[config.mk]
export PLATFORM = sky130hd
export DESIGN_NAME = serial_sum_collector
export DESIGN_NICKNAME = d
export VERILOG_FILES = /design/src/rtl/serial_sum_pkg.sv /design/src/rtl/serial_sum_watchdog.sv /design/src/rtl/serial_sum_collector.sv
export SDC_FILE = /design/constraint.sdc
export NUM_CORES = 1
export LEC_CHECK = 0
export ABC_AREA = 1
export CORE_UTILIZATION = 53
export DETAILED_ROUTE_END_ITERATION = 8
export PLACE_DENSITY = 0.77
export SLEW_MARGIN = 20
export SYNTH_ARGS = -nofsm -noshare
export SYNTH_HDL_FRONTEND = slang
export SYNTH_HIERARCHICAL = 1
export SYNTH_SLANG_ARGS = --single-unit
[constraint.sdc]
create_clock -name clk -period 1.86 [get_ports clk]
set_clock_uncertainty 0.05 [all_clocks]
set_input_delay 0.372 -clock clk [delete_from_list [all_inputs] [get_ports clk]]
set_output_delay 0.372 -clock clk [all_outputs]
set_load 0.1 [all_outputs]
[src/rtl/serial_sum_pkg.sv]
// rtl/serial_sum_pkg.sv - shared state encoding and default sizing for the serial sum link
package serial_sum_pkg;

    localparam int DEF_WIDTH   = 8;
    localparam int DEF_TIMEOUT = 16;

    typedef enum logic [1:0] {
        ST_IDLE  = 2'd0,
        ST_SHIFT = 2'd1,
        ST_HOLD  = 2'd2
    } state_e;

endpackage

[src/rtl/serial_sum_watchdog.sv]
// rtl/serial_sum_watchdog.sv - idle-cycle counter that pulses when a frame stalls too long
module serial_sum_watchdog
    import serial_sum_pkg::*;
#(
    parameter int TIMEOUT = DEF_TIMEOUT
) (
    input  logic clk,
    input  logic rst,
    input  logic enable,
    input  logic kick,
    output logic expired
);

    localparam int CW = $clog2(TIMEOUT) + 1;
    localparam logic [CW-1:0] LAST = CW'(TIMEOUT - 1);

    logic [CW-1:0] cnt_q;
    logic [CW-1:0] cnt_d;

    // Fires on the TIMEOUT-th consecutive idle cycle while armed.
    assign expired = enable && !kick && (cnt_q == LAST);

    // Count idle cycles; any strobe, disarm or expiry restarts from zero.
    always_comb begin
        cnt_d = cnt_q;
        if (!enable || kick || expired) begin
            cnt_d = '0;
        end else begin
            cnt_d = cnt_q + CW'(1);
        end
    end

    // Counter register.
    always_ff @(posedge clk) begin
        if (rst) begin
            cnt_q <= '0;
        end else begin
            cnt_q <= cnt_d;
        end
    end

endmodule

[src/rtl/serial_sum_collector.sv]
// rtl/serial_sum_collector.sv - deserialises LSB-first sum/carry strobes into a handshaked word
module serial_sum_collector
    import serial_sum_pkg::*;
#(
    parameter int WIDTH   = DEF_WIDTH,
    parameter int TIMEOUT = DEF_TIMEOUT
) (
    input  logic             clk,
    input  logic             rst,
    input  logic             frame_start,
    input  logic             bit_valid,
    input  logic             sum_bit,
    input  logic             carry_bit,
    output logic [WIDTH-1:0] word_data,
    output logic             word_carry,
    output logic             word_valid,
    input  logic             word_ready,
    output logic             overrun,
    output logic             timeout
);

    localparam int CNTW = $clog2(WIDTH) + 1;
    localparam logic [CNTW-1:0] LAST_BIT = CNTW'(WIDTH - 1);

    state_e           state_q;
    logic [CNTW-1:0]  bit_cnt_q;
    logic [WIDTH-1:0] shift_q;
    logic [WIDTH-1:0] shift_d;
    logic [WIDTH-1:0] word_data_q;
    logic             word_carry_q;
    logic             word_valid_q;
    logic             overrun_q;
    logic             timeout_q;
    logic             wd_expired;

    serial_sum_watchdog #(
        .TIMEOUT (TIMEOUT)
    ) u_watchdog (
        .clk     (clk),
        .rst     (rst),
        .enable  (state_q == ST_SHIFT),
        .kick    (bit_valid),
        .expired (wd_expired)
    );

    // Partial word with the current sum bit merged in; bits above bit_cnt are always zero.
    always_comb begin
        shift_d = shift_q | (WIDTH'(sum_bit) << bit_cnt_q);
    end

    // Frame FSM with registered outputs; reset overrides every other input.
    always_ff @(posedge clk) begin
        if (rst) begin
            state_q      <= ST_IDLE;
            bit_cnt_q    <= '0;
            shift_q      <= '0;
            word_data_q  <= '0;
            word_carry_q <= 1'b0;
            word_valid_q <= 1'b0;
            overrun_q    <= 1'b0;
            timeout_q    <= 1'b0;
        end else begin
            overrun_q <= 1'b0;
            timeout_q <= 1'b0;
            case (state_q)
                ST_IDLE: begin
                    if (bit_valid && frame_start) begin
                        shift_q   <= WIDTH'(sum_bit);
                        bit_cnt_q <= CNTW'(1);
                        state_q   <= ST_SHIFT;
                    end
                end
                ST_SHIFT: begin
                    if (bit_valid) begin
                        if (frame_start) begin
                            shift_q   <= WIDTH'(sum_bit);
                            bit_cnt_q <= CNTW'(1);
                        end else if (bit_cnt_q == LAST_BIT) begin
                            word_data_q  <= shift_d;
                            word_carry_q <= carry_bit;
                            word_valid_q <= 1'b1;
                            shift_q      <= '0;
                            bit_cnt_q    <= '0;
                            state_q      <= ST_HOLD;
                        end else begin
                            shift_q   <= shift_d;
                            bit_cnt_q <= bit_cnt_q + CNTW'(1);
                        end
                    end else if (wd_expired) begin
                        timeout_q <= 1'b1;
                        shift_q   <= '0;
                        bit_cnt_q <= '0;
                        state_q   <= ST_IDLE;
                    end
                end
                ST_HOLD: begin
                    if (bit_valid) begin
                        overrun_q <= 1'b1;
                    end
                    if (word_ready) begin
                        word_valid_q <= 1'b0;
                        state_q      <= ST_IDLE;
                    end
                end
                default: begin
                    state_q <= ST_IDLE;
                end
            endcase
        end
    end

    assign word_data  = word_data_q;
    assign word_carry = word_carry_q;
    assign word_valid = word_valid_q;
    assign overrun    = overrun_q;
    assign timeout    = timeout_q;

`ifdef FORMAL
    logic f_past_valid_q = 1'b0;

    // Marks cycles where $past() refers to a real earlier cycle.
    always_ff @(posedge clk) begin
        f_past_valid_q <= 1'b1;
    end

    // The first cycle is a reset cycle.
    always_comb begin
        if (!f_past_valid_q) begin
            assume (rst);
        end
    end

    // Safety properties over the registered state.
    always_ff @(posedge clk) begin
        if (f_past_valid_q && !$past(f_past_valid_q)) begin
            assert (!word_valid_q && state_q == ST_IDLE);
        end
        if (f_past_valid_q && !$past(rst) && !rst && $past(word_valid_q && !word_ready)) begin
            assert ($stable(word_data_q) && $stable(word_carry_q));
        end
        assert (bit_cnt_q < CNTW'(WIDTH));
        assert (!(overrun_q && timeout_q));
    end

    assume property (@(posedge clk) word_valid_q |-> s_eventually word_ready);
    assert property (@(posedge clk) disable iff (rst) word_valid_q |-> s_eventually !word_valid_q);
`endif

endmodule

==> results by group <==
Critical path
  – CP startpoint kind: flop
  – CP Capture Type: flop
  – Crit Path Max Fanout: 8
  – Worst endpoint data arrival time: 1.91 ns
  – Setup Crit Path Kind: flop to flop
  – CP required: 2.05 ns
  – Worst-case reg-to-reg path depth: 11
  – Reg-to-Reg Start: state_q[0]
  – R2r setup slk: 0.15 ns
  – Reg2Reg Capture Point: shift_q[6]

Die
  – Row count: 18
  – Die Width: 54.40 um
  – Die area: a little under 3000 sq um
  – Top-Level Pins: 19
  – Die H: ~54 um
  – Initial Util: 57.18%
  – Core Region: 2545 sq um

Clock tree
  – Clock sinks: 31
  – CTS Buffer Depth: 2
  – CTS H-tree lvls: 2
  – Clock slew at reported path FFs: 0.10 ns
  – Skew-Pair Late Insertion Delay: around 0.34 ns
  – CTS tree: yes
  – Clock Tree Root: clkbuf_4
  – Num CTS Buffers: 5

Timing
  – Setup-failing EPs final: 0
  – Worst-Margin Slew: 0.3733 ns
  – Final WS setup: 0.1463 ns
  – Rel. slew slack: 75.09%
  – Max Slew Vio Count: 0
  – Min Tclk post-route: 1.714 ns
  – Final period util: 92.13%
  – RSZ-0062 raised after global routing: no
  – Fmax: just under 0.6 GHz
  – Final hold violation count: 0

Synthesis
  – Mapped cell area: 1455 sq um
  – Largest family of logic cells by synthesized area: simple AND/OR/NAND/NOR gates
  – Number of synthesis warnings: 6
  – Simple-gate share of the synthesized area: 36.37%
  – Xor/xnor share of the synthesized area: roughly 1.2%
  – Post-synthesis area per instance: approximately 7.0 sq um
  – Area share of fa/ha/maj cells after synthesis: 2.580%
  – Cells after Synth: ~210
  – Syn_nets: 219
  – Synth Area in Compound Gates: between 8 and 9%
  – Distinct cells, synth: 23
  – Post-synthesis mux area share: 0%
  – Flops & latches, synth: 31
  – Seq/Total Area, Yosys: 42.65%

Drt
  – DRC viols: 0
  – Avg WL per Cell: 12.07 um
  – Drt total wl: 3306 um
  – Vias per std cell: 5.212
  – Drt first pass iters: 5
  – Vias post-DR: 1428
  – Starting DRT DRC Count: 37
  – Remaining antenna violation count after routing: 0

Placement
  – Inst Count DP: 264
  – DP Wirelength: 2345 um
  – Placed Area: 1849 sq um
  – Placement Setup Slack: -0.07113 ns
  – IO Port Bufs: 18
  – GPL Wtd Cong: a little under 0.9

Power
  – Leak: 0.8524 nW
  – Overall power: 0.001466 W
  – Worst VDD drop: between 600 and 700 uV
  – Pwr dens: 725.4 nW/um^2

Layout
  – Share of layout cells above drive strength 1: about a quarter
  – Cell Count, Final, Fillers Out: 274
  – Final core occ: 79.40%
  – Diodes inserted: 0
  – Fillers: 176
  – Design area: 2021 sq um
  – Nets: 253
  – P&R area growth vs syn: 38.87%

Global route
  – All-layer global routing usage: ~25%
  – Vias in the first global route: about 1300
  – Initial antenna violation count: 0
  – Largest net degree at the start of global routing: 11
  – Global route overflow: 0
  – First-pass GRT wire length: 5126 um

Run status
  – Outcome: complete, no violations

Hold path
  – Class of the worst hold path: flop to flop
  – Hold depth: 2
  – Worst hold endpoint: shift_q[1]
  – Worst Hold Launch: shift_q[1]

Run
  – Max Cap Violations: 0
## sequential cells by signal, indices dropped and copies added, names as in the netlist, 2 cells and up
register          count
shift_q               8
u_watchdog/cnt_q      5
word_data             8
bit_cnt_q             4
state_q               2
## logic make-up after synthesis
logic type	after synthesis
simple gates	117
buf+inv	31
flops	31
compound gates	25
fa+ha+maj	3
xor+xnor	2
## power breakdown
part | total [W] | switching (W) | leakage, nW | internal, W
clock network | 0.000655 | 0.000235 | 0.0525 | 0.000419
registers | 0.000679 | 0.00000777 | 0.251 | 0.000671
logic | 0.000132 | 0.0000813 | 0.549 | 0.0000510
total | 0.00147 | 0.000324 | 0.852 | 0.00114
## Yosys cell counts
library cell	number	area share, %
xnor2_1	1	0.60
nand2_1	44	11
inv_1	28	7.2
a21oi_1	12	4.1
a21boi_0	1	0.52
nor2_1	42	11
ha_1	3	2.6
xor2_1	1	0.60
nand3b_1	2	1.0
clkbuf_1	1	0.26
nand2_2	4	1.7
nor2_2	5	2.1
buf_4	1	0.52
nor4_1	1	0.43
nand4_1	2	0.86
inv_2	1	0.26
nand2_4	1	0.77
nand3_1	7	2.4
o21bai_1	1	0.52
o21ai_0	11	3.8
dfxtp_1	31	43
nor2_4	4	3.1
nor3_1	5	1.7
## per-layer routing
| layer | vias up | share of wire (%) | track usage, % |
|---|---|---|---|
| met5 | - | 0 | 0 |
| met4 | 0 | 2.8 | 14.10 |
| met3 | 17 | 5.6 | 6.389 |
| met2 | 56 | 47 | 40.24 |
| met1 | 639 | 44 | 29.98 |
| li1 | 716 | - | - |
## worst max-delay path, cell delays in order, from the launching register on
cell,delay [ns]
dfxtp_1,0.43
inv_1,0.15
nor2_4,0.17
nand2_2,0.10
nor2_4,0.12
inv_2,0.05
nand2_2,0.07
nor2_4,0.04
nor2_4,0.17
nand2_2,0.09
nand2_4,0.13
nor2_2,0.06
## how the worst max path moves through the flow
| stage | from | endpoint | cells after the start |
|---|---|---|---|
| after detailed placement | bit_valid | shift_q[6] | 11 |
| final | state_q[0] | shift_q[6] | 11 |
| after floorplan | u_watchdog/cnt_q[0] | shift_q[6] | 13 |
| after global routing | u_watchdog/cnt_q[1] | bit_cnt_q[3] | 13 |
| after global placement | bit_valid | shift_q[6] | 11 |
| after CTS | u_watchdog/cnt_q[0] | shift_q[6] | 13 |
## layout make-up
type	instances	area [sq um]	share of cell area (%)
Clock buffer	6	41.29	2.043
Multi-Input combinational cell	147	767.0	37.96
Timing Repair Buffer	29	382.9	18.95
Clock inverter	2	60.06	2.972
Sequential cell	31	623.1	30.84
Inverter	29	108.9	5.387
Tap cell	30	37.54	1.858
## placed cells by master, fill, tap and decap left out, drive strengths merged
| cell | synthesis | layout |
|---|---|---|
| xor2 | 1 | 1 |
| clkdlybuf4s50 | 0 | 6 |
| dfxtp | 31 | 31 |
| nand2 | 49 | 49 |
| clkbuf | 1 | 6 |
| nand4 | 2 | 2 |
| nand3 | 7 | 7 |
| nor2 | 51 | 51 |
| nor3 | 5 | 5 |
| bufinv | 0 | 2 |
| a21oi | 12 | 12 |
| ha | 3 | 3 |
| a21boi | 1 | 1 |
| o21bai | 1 | 1 |
| buf | 1 | 23 |
| inv | 29 | 29 |
| xnor2 | 1 | 1 |
| nand3b | 2 | 2 |
| nor4 | 1 | 1 |
| o21ai | 11 | 11 |
## stage by stage
stage	hold WS [ns]	TNS, ns
after floorplan	0.3774	0
after global placement	0.3993	0
after detailed placement	0.4054	-0.6005
after CTS	0.4305	0
after global routing	0.4664	0
final	0.4361	0
## timing repair
item	in CTS	in global routing
hold buffers	0	0
setup buffers	0	2
setup endpoints to repair	0	11
gates resized for setup	0	20
(Power assumes the default switching activity.)
